<file path="src/rtl/bcd_scan_counter.sv">
// Four-digit up/down BCD counter with prescaled stepping and a multiplexed
// digit scan output. Define BCD_SCAN_BLANK_EN to blank leading zero digits.
module bcd_scan_counter #(
    parameter int PRESCALE = 50000,
    parameter int SCAN_DIV = 1000
) (
    input  logic        clk,
    input  logic        rst,
    input  logic        en,
    input  logic        up_dn,
    input  logic        clr,
    input  logic        load,
    input  logic [15:0] load_val,
    output logic [15:0] count,
    output logic        carry,
    output logic [3:0]  num,
    output logic [3:0]  dig_sel
);

    localparam int PW = (PRESCALE > 1) ? $clog2(PRESCALE) : 1;
    localparam int SW = (SCAN_DIV > 1) ? $clog2(SCAN_DIV) : 1;

    logic [PW-1:0] presc_q, presc_d;
    logic [SW-1:0] scan_q, scan_d;
    logic [1:0]    idx_q, idx_d;
    logic [15:0]   count_q, count_d;
    logic          carry_q, carry_d;
    logic          step;
    logic [15:0]   stepped;
    logic          wrap;
    logic [15:0]   load_clean;
    logic          blank;

    // One BCD step with ripple carry/borrow; bit 16 flags full wrap.
    function automatic logic [16:0] bcd_step(input logic [15:0] v,
                                              input logic up);
        logic [15:0] r;
        logic        c;
        r = v;
        c = 1'b1;
        for (int i = 0; i < 4; i++) begin
            if (c) begin
                if (up) begin
                    if (v[i*4 +: 4] >= 4'd9) begin
                        r[i*4 +: 4] = 4'd0;
                    end else begin
                        r[i*4 +: 4] = v[i*4 +: 4] + 4'd1;
                        c = 1'b0;
                    end
                end else begin
                    if (v[i*4 +: 4] == 4'd0) begin
                        r[i*4 +: 4] = 4'd9;
                    end else begin
                        r[i*4 +: 4] = v[i*4 +: 4] - 4'd1;
                        c = 1'b0;
                    end
                end
            end
        end
        return {c, r};
    endfunction

    // Loaded nibbles outside 0-9 are forced to zero.
    function automatic logic [15:0] bcd_clean(input logic [15:0] v);
        logic [15:0] r;
        for (int i = 0; i < 4; i++) begin
            r[i*4 +: 4] = (v[i*4 +: 4] > 4'd9) ? 4'd0 : v[i*4 +: 4];
        end
        return r;
    endfunction

    assign step       = en && (presc_q == PW'(PRESCALE - 1));
    assign {wrap, stepped} = bcd_step(count_q, up_dn);
    assign load_clean = bcd_clean(load_val);

    // Next-state for prescaler, count and wrap pulse (clr > load > step).
    always_comb begin
        presc_d = presc_q;
        count_d = count_q;
        carry_d = 1'b0;
        if (clr) begin
            presc_d = '0;
            count_d = '0;
        end else if (load) begin
            presc_d = '0;
            count_d = load_clean;
        end else if (en) begin
            if (step) begin
                presc_d = '0;
                count_d = stepped;
                carry_d = wrap;
            end else begin
                presc_d = presc_q + PW'(1);
            end
        end
    end

    // Free-running scan divider and digit index.
    always_comb begin
        scan_d = scan_q + SW'(1);
        idx_d  = idx_q;
        if (scan_q == SW'(SCAN_DIV - 1)) begin
            scan_d = '0;
            idx_d  = idx_q + 2'd1;
        end
    end

    // State registers with synchronous reset.
    always_ff @(posedge clk) begin
        if (rst) begin
            presc_q <= '0;
            count_q <= '0;
            carry_q <= 1'b0;
            scan_q  <= '0;
            idx_q   <= '0;
        end else begin
            presc_q <= presc_d;
            count_q <= count_d;
            carry_q <= carry_d;
            scan_q  <= scan_d;
            idx_q   <= idx_d;
        end
    end

`ifdef BCD_SCAN_BLANK_EN
    // Blank a digit slot when it and every digit above it are zero.
    always_comb begin
        blank = 1'b0;
        unique case (idx_q)
            2'd0: blank = 1'b0;
            2'd1: blank = (count_q[15:4] == 12'd0);
            2'd2: blank = (count_q[15:8] == 8'd0);
            2'd3: blank = (count_q[15:12] == 4'd0);
            default: blank = 1'b0;
        endcase
    end
`else
    // Every slot is always enabled.
    always_comb begin
        blank = 1'b0;
    end
`endif

    // Display outputs decoded from registered state only.
    always_comb begin
        num     = count_q[{idx_q, 2'b00} +: 4];
        dig_sel = blank ? 4'b0000 : (4'b0001 << idx_q);
    end

    assign count = count_q;
    assign carry = carry_q;

endmodule

</file>
<file path="config.mk">
export PLATFORM = sky130hd
export DESIGN_NAME = bcd_scan_counter
export DESIGN_NICKNAME = d
export VERILOG_FILES = /design/src/rtl/bcd_scan_counter.sv
export SDC_FILE = /design/constraint.sdc
export NUM_CORES = 1
export LEC_CHECK = 0
export CAP_MARGIN = 0
export CORE_MARGIN = 1.5
export CORE_UTILIZATION = 35
export DETAILED_ROUTE_END_ITERATION = 10
export GPL_TIMING_DRIVEN = 0
export PLACE_DENSITY_LB_ADDON = 0.3
export SLEW_MARGIN = 0
export SYNTH_ARGS = -nofsm -noshare
export SYNTH_HDL_FRONTEND = slang
export SYNTH_SLANG_ARGS = --single-unit
</file>
<file path="constraint.sdc">
create_clock -name clk -period 2.5 [get_ports clk]
set_input_delay 0.5 -clock clk [delete_from_list [all_inputs] [get_ports clk]]
set_output_delay 0.5 -clock clk [all_outputs]
set_load 0.01 [all_outputs]
</file>
==> flow_metrics.env <==
export IMPL_drv_slew=0
export IMPL_hold_depth=1
export IMPL_critPathLaunchType="register"
export IMPL_maxCapViolations=0
export IMPL_core_area_um2=8340
export IMPL_period_needed_ns=2.43
export IMPL_grt_max_degree=15
export IMPL_synth_edf_count=0
export IMPL_cts_htree_levels=2
export IMPL_reg2reg_depth=7
export IMPL_drt_first_iter_violations=173
export IMPL_vias=2938
export IMPL_finalCritPeriodShare=0.973
export IMPL_synth_flop_cell="dfxtp_1"
export IMPL_clkLatencyLatePin_ns=0.30
export IMPL_hold_viol=0
export IMPL_yosys_warnings=0
export IMPL_ant_nets=0
export IMPL_clk_pin_slew_ns=0.09
export IMPL_p_total_mw=1.55
export IMPL_finalWorstSetupSlack_ns=0.0667
export IMPL_p_per_area_nw_per_um2=410
export IMPL_whs_ns=0.461
export IMPL_fmax_mhz=411
export IMPL_drc_errors=0
export IMPL_grt_pass1_vias=2722
export IMPL_critPathBufInv=2
export IMPL_place_hpwl_um=5760
export IMPL_slew_headroom=0.572
export IMPL_crit_path_end_kind="primary output"
export IMPL_clock_path_buffers=2
export IMPL_cts_made_buffers=5
export IMPL_tns_ns=0
export IMPL_num_io_pins=47
export IMPL_crit_chain="buf_2 -> mux4_2 -> clkdlybuf4s50_1"
export IMPL_first_pass_iters=4
export IMPL_overflow=0
export IMPL_syn_nets=423
export IMPL_num_antenna_cells=0
export IMPL_cts_tree="yes"
export IMPL_slowest_delay_ns=0.55
export IMPL_crit_path_top_delay_cell="mux4_2"
export IMPL_drive_gt1_frac=0.0828
export IMPL_hp_class="reg2reg"
export IMPL_netlist_area_um2=3060
export IMPL_clock_sinks=45
export IMPL_crit_required_ns=2.00
export IMPL_crit_cells=3
export IMPL_place_ws_ns=-0.443
export IMPL_place_congestion=0.835
export IMPL_routedWlPerCell_um=14.7
export IMPL_leakage_nw=1.32
export IMPL_syn_to_final_growth_pct=23.0
export IMPL_die_w_um=96.6
export IMPL_initial_core_util=0.367
export IMPL_path_delay_family="buffers and inverters"
export IMPL_row_count=33
export IMPL_syn_inst=382
export IMPL_rsz0062_at_grt="false"
export IMPL_portBuffers=44
export IMPL_syn_avg_cell_area_um2=8.02
export IMPL_worst_slew_pin_slew_ns=0.640
export IMPL_ys_seq_area_frac=0.294
export IMPL_async_flop_share=0
export IMPL_crit_path_max_fanout=5
export IMPL_die_h_um=96.6
export IMPL_via_per_inst=5.44
export IMPL_status="finished clean"
export IMPL_critPathArrivalTime_ns=1.93
export IMPL_irDropWorstVdd_v=0.000229
export IMPL_die_area_um2=9320
export IMPL_synth_distinct_cells=58
export IMPL_grt_pass1_wl_um=13000
export IMPL_cts_hold_buffers=0
export IMPL_finalSetupViolCount=0
export IMPL_cts_root_buf="clkbuf_8"
export IMPL_path_class="reg2out"
export IMPL_final_nets=475
export IMPL_grt_antenna_before_repair=0
export IMPL_synth_seq_cells=45
export IMPL_track_usage=0.181
export IMPL_drt_wl_total_um=7940
export IMPL_finalCoreUtilization=0.452
export IMPL_finClkSkew_ns=0.00711
==> stage by stage <==
step	instance area [µm²]	std cells
final	3770	540
after global placement	3630	531
after floorplan	3060	382
after detailed placement	3630	531
after global routing	3770	540
after CTS	3750	539
==> logic make-up after synthesis <==
logic type	synth area share
and+or+nand+nor	0.269
AOI/OAI and AO/OA	0.186
buffers and inverters	0.0560
DFF	0.294
xor gates and xnor gates	0.0743
adders and majority gates	0.0776
muxes	0.0429
==> what timing repair did <==
| item | in CTS | in global routing |
|---|---|---|
| setup endpoints to repair | 9 | 14 |
| pin swaps | 0 | 1 |
| resized for setup | 3 | 7 |
| buffers inserted | 0 | 1 |
==> worst reg2reg max path: stages, from the launching register on <==
cell and delay, ns:
dfxtp_1 0.42, inv_1 0.12, ha_2 0.24, or3b_2 0.48, o2bb2ai_2 0.22, nand3_2 0.20, and4_1 0.25, or3_1 0.31
==> per-layer routing <==
layer  GRT usage  wire length (µm)  vias up
li1            -                 -     1459
met1       0.254              3830     1385
met2       0.277              3570       79
met3      0.0235               337       15
met4      0.0773               205        0
met5           0                 0        -
==> worst paths after layout <==
check                                 end  slack, ns  startpoint
worst max-delay path               num[1]       0.07    idx_q[0]
worst min-delay path            scan_q[0]       0.46   scan_q[0]
worst max register to register  count[11]       0.14    count[4]
worst min register to register  scan_q[0]       0.46   scan_q[0]
==> cell usage after synthesis, drive strengths merged (4+ instances only) <==
cell	count	area, µm²
nor2	49	184
o22ai	5	31.3
a31oi	7	43.8
nand2	26	97.6
or3b	6	52.6
xnor2	15	131
clkbuf	17	63.8
nand2b	8	50.1
nand4	9	62.6
a21oi	19	95.1
a211oi	6	45.0
nand3	16	85.1
nor3	8	40.0
and2	4	25.0
dfxtp	45	901
xor2	11	96.3
o21ai	18	90.1
o21bai	4	30.0
inv	25	93.8
ha	19	238
mux4	4	90.1
==> final cells by class <==
class	instances	area, µm²
clock inverters	2	38.8
well taps	105	131
multi-input cells	292	2000
fillers	836	4570
clock buffers	6	72.6
plain buffers	20	82.6
flip-flops and latches	45	902
inverters	25	93.8
repair buffers	45	448
==> state kept, by name (all words and copies together) (netlist names) <==
register and flops:
count 16, idx_q 2, scan_q 10, carry 1
presc_q 16
==> layout by cell type (no fill, tap or decap), types with 3 or more instances in the layout <==
cell type	synthesis	layout
mux2i_1	3	3
clkbuf_8	0	5
nor2_1	49	49
nand4_1	8	8
o21ai_0	18	18
xor2_1	11	11
nand2b_1	8	8
nand2_1	26	26
ha_1	19	18
nand3_1	15	15
inv_1	25	25
o22ai_1	5	5
nor4b_1	3	3
a211oi_1	6	6
buf_2	2	3
or3_1	3	3
or3b_2	6	6
nor3_1	8	8
o21bai_1	4	4
nor3b_1	3	3
clkbuf_1	17	14
xnor2_1	15	15
clkbuf_2	0	3
a31oi_1	7	7
nand4b_1	3	3
and3_1	3	3
mux4_2	4	4
a21oi_1	19	19
and2_1	4	4
o211ai_1	3	3
a211o_1	3	3
dfxtp_1	45	44
clkdlybuf4s50_1	0	44
==> where the power goes <==
| part | switching (mW) | internal [mW] | total (mW) |
|---|---|---|---|
| Sequential | 0.0154 | 0.728 | 0.744 |
| Combinational | 0.120 | 0.106 | 0.226 |
| Clock | 0.275 | 0.301 | 0.576 |
| Total | 0.411 | 1.14 | 1.55 |
No activity file was read; power rests on OpenSTA's default activity.
